**src/rtl/led_pwm_pkg.sv**
```systemverilog
// ============================================================================
// Module   : led_pwm_pkg
// Brief    : Shared state encoding and default sizing for the LED PWM path.
// Revision : 1.0 - initial release
// ============================================================================
`default_nettype none

package led_pwm_pkg;

    localparam int PWM_PERIOD = 100;
    localparam int DUTY_W     = 8;

    typedef enum logic [1:0] {
        HOLD_LOW  = 2'd0,
        RAMP_UP   = 2'd1,
        HOLD_HIGH = 2'd2,
        RAMP_DOWN = 2'd3
    } breath_state_t;

endpackage

`default_nettype wire

```
**src/rtl/pwm_breath_seq_wrap_prescaler.sv**
```systemverilog
// ============================================================================
// Module   : wrap_prescaler
// Brief    : Divides accepted PWM wrap pulses down to one sequencer step.
// Revision : 1.0 - initial release
// ============================================================================
`default_nettype none

module wrap_prescaler #(
    parameter int PRESCALE = 4
) (
    input  logic clk,
    input  logic rst,
    input  logic en,
    input  logic pwm_wrap,
    output logic step
);

    localparam int                c_cnt_w = (PRESCALE > 1) ? $clog2(PRESCALE) : 1;
    localparam logic [c_cnt_w-1:0] c_last  = c_cnt_w'(PRESCALE - 1);

    logic [c_cnt_w-1:0] r_pre_cnt;
    logic               w_accept;

    // A wrap arriving while disabled is simply lost, never queued.
    assign w_accept = pwm_wrap & en;
    assign step     = w_accept && (r_pre_cnt == c_last);

    always_ff @(posedge clk) begin
        if (rst) begin
            r_pre_cnt <= '0;
        end else if (w_accept) begin
            r_pre_cnt <= step ? '0 : r_pre_cnt + c_cnt_w'(1);
        end
    end

endmodule

`default_nettype wire

```
**src/rtl/pwm_breath_seq.sv**
```systemverilog
// ============================================================================
// Module   : pwm_breath_seq
// Brief    : Triangular "breathing" duty sequencer stepped on PWM wraps.
// Revision : 1.0 - initial release
// ============================================================================
`default_nettype none

module pwm_breath_seq #(
    parameter int PERIOD     = led_pwm_pkg::PWM_PERIOD,
    parameter int DUTY_W     = led_pwm_pkg::DUTY_W,
    parameter int STEP       = 1,
    parameter int PRESCALE   = 4,
    parameter int HOLD_STEPS = 50
) (
    input  logic              clk,
    input  logic              rst,
    input  logic              en,
    input  logic              pwm_wrap,
    input  logic [DUTY_W-1:0] max_duty,
    output logic [DUTY_W-1:0] duty,
    output logic              duty_upd,
    output logic [1:0]        state
);

    import led_pwm_pkg::*;

    localparam int                 c_hold_w    = (HOLD_STEPS > 1) ? $clog2(HOLD_STEPS) : 1;
    localparam logic [c_hold_w-1:0] c_hold_last = c_hold_w'(HOLD_STEPS - 1);
    localparam logic [DUTY_W-1:0]   c_period    = DUTY_W'(PERIOD);
    localparam logic [DUTY_W:0]     c_step      = (DUTY_W + 1)'(STEP);

    breath_state_t       r_state, w_state_nxt;
    logic [DUTY_W-1:0]   r_duty, w_duty_nxt, w_max_eff;
    logic [c_hold_w-1:0] r_hold_cnt, w_hold_nxt;
    logic                r_duty_upd;
    logic                w_step;
    logic [DUTY_W:0]     w_sum, w_diff;

    wrap_prescaler #(
        .PRESCALE (PRESCALE)
    ) u_prescaler (
        .clk      (clk),
        .rst      (rst),
        .en       (en),
        .pwm_wrap (pwm_wrap),
        .step     (w_step)
    );

    assign w_max_eff = (max_duty > c_period) ? c_period : max_duty;

    // One extra bit so the ramp-up sum cannot wrap before it is clamped.
    assign w_sum  = {1'b0, r_duty} + c_step;
    assign w_diff = ({1'b0, r_duty} > c_step) ? ({1'b0, r_duty} - c_step) : '0;

    always_comb begin
        w_state_nxt = r_state;
        w_duty_nxt  = r_duty;
        w_hold_nxt  = r_hold_cnt;
        if (w_step) begin
            case (r_state)
                HOLD_LOW, HOLD_HIGH: begin
                    if (r_hold_cnt == c_hold_last) begin
                        w_hold_nxt  = '0;
                        w_state_nxt = (r_state == HOLD_LOW) ? RAMP_UP : RAMP_DOWN;
                    end else begin
                        w_hold_nxt = r_hold_cnt + c_hold_w'(1);
                    end
                end
                RAMP_UP: begin
                    // Also covers a duty already above a freshly lowered peak.
                    w_duty_nxt = (w_sum > {1'b0, w_max_eff}) ? w_max_eff : w_sum[DUTY_W-1:0];
                    if (w_duty_nxt == w_max_eff) begin
                        w_state_nxt = HOLD_HIGH;
                        w_hold_nxt  = '0;
                    end
                end
                RAMP_DOWN: begin
                    w_duty_nxt = (w_diff > {1'b0, w_max_eff}) ? w_max_eff : w_diff[DUTY_W-1:0];
                    if (w_duty_nxt == '0) begin
                        w_state_nxt = HOLD_LOW;
                        w_hold_nxt  = '0;
                    end
                end
                default: begin
                    w_state_nxt = HOLD_LOW;
                end
            endcase
        end
    end

    always_ff @(posedge clk) begin
        if (rst) begin
            r_state    <= HOLD_LOW;
            r_duty     <= '0;
            r_hold_cnt <= '0;
            r_duty_upd <= 1'b0;
        end else begin
            r_state    <= w_state_nxt;
            r_duty     <= w_duty_nxt;
            r_hold_cnt <= w_hold_nxt;
            r_duty_upd <= w_step && (w_duty_nxt != r_duty);
        end
    end

    assign duty     = r_duty;
    assign duty_upd = r_duty_upd;
    assign state    = r_state;

endmodule

`default_nettype wire

```
**config.mk**
```make
export PLATFORM = sky130hd
export DESIGN_NAME = pwm_breath_seq
export DESIGN_NICKNAME = d
export VERILOG_FILES = /design/src/rtl/led_pwm_pkg.sv /design/src/rtl/pwm_breath_seq_wrap_prescaler.sv /design/src/rtl/pwm_breath_seq.sv
export SDC_FILE = /design/constraint.sdc
export NUM_CORES = 1
export LEC_CHECK = 0
export ABC_AREA = 1
export ABC_CLOCK_PERIOD_IN_PS = 2900
export BUFFER_PORTS_ARGS = -buffer_cell sky130_fd_sc_hd__buf_2
export CAP_MARGIN = 30
export CORE_MARGIN = 2
export CORE_UTILIZATION = 50
export DETAILED_ROUTE_END_ITERATION = 7
export PLACE_DENSITY = 0.72
export RECOVER_POWER = 25
export SETUP_SLACK_MARGIN = 0.15
export SLEW_MARGIN = 20
export SYNTH_ARGS = -nofsm -noshare
export SYNTH_HDL_FRONTEND = slang
export SYNTH_SLANG_ARGS = --single-unit
export TNS_END_PERCENT = 20
```
**constraint.sdc**
```tcl
create_clock -name clk -period 2.9 [get_ports clk]
set_input_delay 0.145 -clock clk [delete_from_list [all_inputs] [get_ports clk]]
set_output_delay 0.145 -clock clk [all_outputs]
set_load 0.005 [all_outputs]
```
==> impl_summary.log <==
[metrics] outcome: complete, but fails checks
[metrics] violated checks: setup timing
[metrics] Critical Path RT: 3.10 ns
[metrics] part of the total power dissipated in sequential elements: 46.5%
[metrics] CP Depth: 23
[metrics] hold crit path type: primary input to flip-flop
[metrics] critical path start-end classification: flip-flop to flip-flop
[metrics] total congestion overflow after global routing: 0
[metrics] # setup viols final: 17
[metrics] Layout Utilization: 85.1%
[metrics] stage delay of the slowest cell on the critical path: 0.40 ns
[metrics] setup TNS: -6.67 ns
[metrics] relative slew slack: 59.7%
[metrics] Layout Nets: 582
[metrics] worst-path maximum fanout: 6
[metrics] post-detailed-route DRC marker count: 0
[metrics] initial antenna violation count: 0
[metrics] number of iterations in the first detailed-routing pass: 7
[metrics] part of the total power dissipated in combinational logic: 18.7%
[metrics] switching share of power: 29.2%
[metrics] EDFF count, synth: 0
[metrics] TritonCTS sink count: 19
[metrics] category of cells accounting for the largest share of critical-path delay: simple AND/OR/NAND/NOR gates
[metrics] Clock Tree Buf Depth: 2
[metrics] Total Power Consumption: 0.563 mW
[metrics] cell count after placement: 573
[metrics] post-route insts no fill: 610
[metrics] Netlist cell types: 33
[metrics] vias in the first global route: 3242
[metrics] power share of the clock group: 34.8%
[metrics] Die Span X: 75.2 microns
[metrics] asr flop ratio synth: 0%
[metrics] vias after detailed routing: 3643
[metrics] CP Capture Type: flip-flop
[metrics] leakage power figure: 2.08 nW
[metrics] insertion delay of the later-clocked pin in the worst-skew pair: 0.27 ns
[metrics] global-route usage over all layers: 35.2%
[metrics] number of top-level pins: 23
[metrics] final hold vios: 0
[metrics] max-capacitance violation count: 0
[metrics] count of buffers inserted at the top-level ports: 22
[metrics] proportion of netlist area held by the largest area contributor: 15.0%
[metrics] number of H-tree levels: 1
[metrics] Avg Vias per Cell: 5.97
[metrics] cell taking the most area after synthesis: sky130_fd_sc_hd__dfxtp_1
[metrics] CTS Buf Count: 3
[metrics] Setup Skew: 0.00755 ns
[metrics] initial core utilization: 52.6%
[metrics] FF+latch count, synth: 19
[metrics] Most used DFF post-synth: sky130_fd_sc_hd__dfxtp_1
[metrics] design area: 4100 sq um
[metrics] portion of the clock cycle consumed by the worst path in the final layout: 120%
[metrics] share of final-layout standard cells stronger than drive strength 1: 47.9%
[metrics] post-synthesis area per instance: 5.99 sq um
[metrics] area growth from synthesis to final layout: 61.7%
[metrics] Post-DRT Antenna Nets: 0
[metrics] Setup WS pre-CTS: -0.326 ns
[metrics] weighted congestion at the end of routability-driven global placement: 0.919
[metrics] Critical Path Start Type: flip-flop
[metrics] sum of routed wire length over all layers: 11000 microns
[metrics] cell internal power dissipation: 0.398 mW
[metrics] average wire per standard cell: 18.0 microns
[metrics] Post-synth top cells: sky130_fd_sc_hd__nand2_1, sky130_fd_sc_hd__nand3_1, sky130_fd_sc_hd__nor2_1
[metrics] core area: 4820 sq um
[metrics] count of cells along the worst register-to-register path: 23
[metrics] number of filler instances in the final layout: 299
[metrics] cells along the critical path: buf_6 > nand4_1 > nor2_2 > nand2_2 > xor2_2 > inv_2 > ha_4 > nand2_4 > nor2_4 > nand3_2 > nand2_4 > nand2_4 > nand3b_1 > nand2_1 > inv_1 > nand2_1 > nor2_2 > nand2_4 > nand2_4 > nand2_4 > nand2_2 > nand2_2 > nor2_2
[metrics] number of cell rows: 25
[metrics] Worst Setup Slack, final: -0.587 ns
[metrics] minimum hold slack: 0.144 ns
[metrics] power per cell area: 137 nW/um^2
[metrics] number of DRC markers in iteration 0: 542
[metrics] net switching component of the power: 0.164 mW
[metrics] warning count from the yosys run: 0
[metrics] clock transition at the registers of the reported paths: 0.08 ns
[metrics] CP bufs+invs: 3
[metrics] post-layout min period: 3.49 ns
[metrics] maximum clock frequency: 287 MHz
[metrics] most instantiated library cell after synthesis: sky130_fd_sc_hd__nand2_1
[metrics] number of buffers added to fix hold violations after cts: 0
[metrics] Final Slew Violations: 0
[metrics] total placed instance area: 3270 sq um
[metrics] largest net degree at the start of global routing: 32
[metrics] number of cells traversed by the worst hold path: 3
[metrics] Seq/Total Area, Yosys: 15.0%
[metrics] diode count: 0
[metrics] Max IR drop VDD: 248 uV
[metrics] RSZ-0062 raised after global routing: true
[metrics] library cell used as clock root buffer: sky130_fd_sc_hd__clkbuf_8
[metrics] CTS tree: done
[metrics] total die area: 5650 sq um
[metrics] Gate Count Post-Synth: 423
[metrics] y dimension of the die: 75.2 microns
[metrics] slew at the pin with the worst max-slew slack: 0.605 ns
[metrics] cell with the biggest individual delay on the critical path: sky130_fd_sc_hd__dfxtp_4
[metrics] DP Wirelength: 6150 microns
[metrics] Worst Path Arrival: 3.69 ns
[metrics] cell area after technology mapping: 2530 sq um
[metrics] first-pass GRT wire length: 15100 microns
[metrics] cell type with the highest occurrence count on the critical path: sky130_fd_sc_hd__nand2_4
[metrics] largest cells by area after synthesis: sky130_fd_sc_hd__dfxtp_1, sky130_fd_sc_hd__nand2_1, sky130_fd_sc_hd__nand3_1, sky130_fd_sc_hd__ha_1, sky130_fd_sc_hd__nor2_1
[worst paths after layout]
path                                                       startpoint                                    end  slack, ns
worst max-delay path                               duty[0]$_SDFF_PP0_             r_hold_cnt[1]$_SDFFE_PP0P_      -0.59
worst min-delay path                                         pwm_wrap  u_prescaler.r_pre_cnt[1]$_SDFFE_PP0P_       0.14
worst max register to register                     duty[0]$_SDFF_PP0_             r_hold_cnt[1]$_SDFFE_PP0P_      -0.59
worst min register to register  u_prescaler.r_pre_cnt[1]$_SDFFE_PP0P_  u_prescaler.r_pre_cnt[1]$_SDFFE_PP0P_       0.47
[cells by family (layout without fill, tap and decap cells)]
kind of cell             after synthesis  in the layout  share of synthesized area [%]
buffers and inverters                 70            185                           11.4
AO/OA/AOI/OAI                         33             33                           7.65
AND/OR/NAND/NOR                      267            271                           50.6
other                                  1              2                          0.148
flip-flops                            19             19                           15.0
adder cells (fa/ha/maj)               26             26                           12.8
XOR/XNOR                               7              7                           2.42
[layer usage]
metal	share of wire (%)	routed length, microns	global-route usage (%)	up-vias
li1	-	-	-	1613
met1	36	3960	43.9	1638
met2	45	4970	60.5	307
met3	12	1280	5.22	85
met4	7.1	782	14.8	0
met5	0	0	0	-
[timing repair]
item | in CTS | in global routing
buffers inserted | 26 | 3
endpoints found under the setup margin | 17 | 17
cloned | 3 | 1
resized for setup | 82 | 40
pin swaps | 50 | 27
[power by group through the flow]
| stage | Combinational, mW | Sequential [mW] | Clock (mW) |
|---|---|---|---|
| 2_1_floorplan | 0.0440 | 0.268 | 0 |
| 3_3_place_gp | 0.0777 | 0.268 | 0 |
| 3_5_place_dp | 0.0797 | 0.268 | 0 |
| 4_1_cts | 0.0889 | 0.261 | 0.196 |
| 5_1_grt | 0.111 | 0.262 | 0.208 |
| 6_report | 0.105 | 0.261 | 0.196 |
[final cells by class]
class | count | area [sq um] | share of cell area [%]
clock buffer | 3 | 41.3 | 1.01
clock inverter | 1 | 5.00 | 0.122
inverter | 59 | 233 | 5.68
multi-input combinational | 339 | 2450 | 59.7
sequential | 19 | 392 | 9.56
tap | 67 | 83.8 | 2.05
timing repair buffer | 122 | 897 | 21.9
[cells in the final DEF, fill, tap and decap left out, types with 3 or more instances in the layout]
master and count:
sky130_fd_sc_hd__buf_4 90, sky130_fd_sc_hd__nand2_1 68, sky130_fd_sc_hd__nand3_1 45, sky130_fd_sc_hd__nor2_1 44, sky130_fd_sc_hd__inv_1 44, sky130_fd_sc_hd__nand3_2 27
sky130_fd_sc_hd__nand2_2 26, sky130_fd_sc_hd__buf_2 21, sky130_fd_sc_hd__ha_1 18, sky130_fd_sc_hd__nand2_4 16, sky130_fd_sc_hd__dfxtp_1 14, sky130_fd_sc_hd__inv_2 12
sky130_fd_sc_hd__nand4_1 11, sky130_fd_sc_hd__nor2_4 10, sky130_fd_sc_hd__buf_6 10, sky130_fd_sc_hd__o21ai_0 9, sky130_fd_sc_hd__nor2_2 8, sky130_fd_sc_hd__ha_4 8
sky130_fd_sc_hd__o21ai_1 6, sky130_fd_sc_hd__a21oi_1 6, sky130_fd_sc_hd__xor2_2 4, sky130_fd_sc_hd__a21oi_2 4, sky130_fd_sc_hd__nand3b_1 4, sky130_fd_sc_hd__nand3_4 3
sky130_fd_sc_hd__a21o_1 3, sky130_fd_sc_hd__nand2_8 3, sky130_fd_sc_hd__nor3_1 3, sky130_fd_sc_hd__clkbuf_8 3, sky130_fd_sc_hd__dfxtp_2 3
[worst reg2reg max path: stages, from the launching register on]
cell                       delay, ns
sky130_fd_sc_hd__dfxtp_4        0.40
sky130_fd_sc_hd__buf_6          0.13
sky130_fd_sc_hd__nand4_1        0.22
sky130_fd_sc_hd__nor2_2         0.24
sky130_fd_sc_hd__nand2_2        0.10
sky130_fd_sc_hd__xor2_2         0.24
sky130_fd_sc_hd__inv_2          0.10
sky130_fd_sc_hd__ha_4           0.32
sky130_fd_sc_hd__nand2_4        0.07
sky130_fd_sc_hd__nor2_4         0.13
sky130_fd_sc_hd__nand3_2        0.13
sky130_fd_sc_hd__nand2_4        0.19
sky130_fd_sc_hd__nand2_4        0.10
sky130_fd_sc_hd__nand3b_1       0.14
sky130_fd_sc_hd__nand2_1        0.09
sky130_fd_sc_hd__inv_1          0.08
sky130_fd_sc_hd__nand2_1        0.06
sky130_fd_sc_hd__nor2_2         0.15
sky130_fd_sc_hd__nand2_4        0.09
sky130_fd_sc_hd__nand2_4        0.11
sky130_fd_sc_hd__nand2_4        0.10
sky130_fd_sc_hd__nand2_2        0.09
sky130_fd_sc_hd__nand2_2        0.07
sky130_fd_sc_hd__nor2_2         0.10
[sequential cells by signal, summed over array words and instances (netlist names)]
signal,cells
duty_upd,1
r_hold_cnt,6
state,2
u_prescaler.r_pre_cnt,2
duty,8
Note: power is estimated with default switching activity, not from simulation.
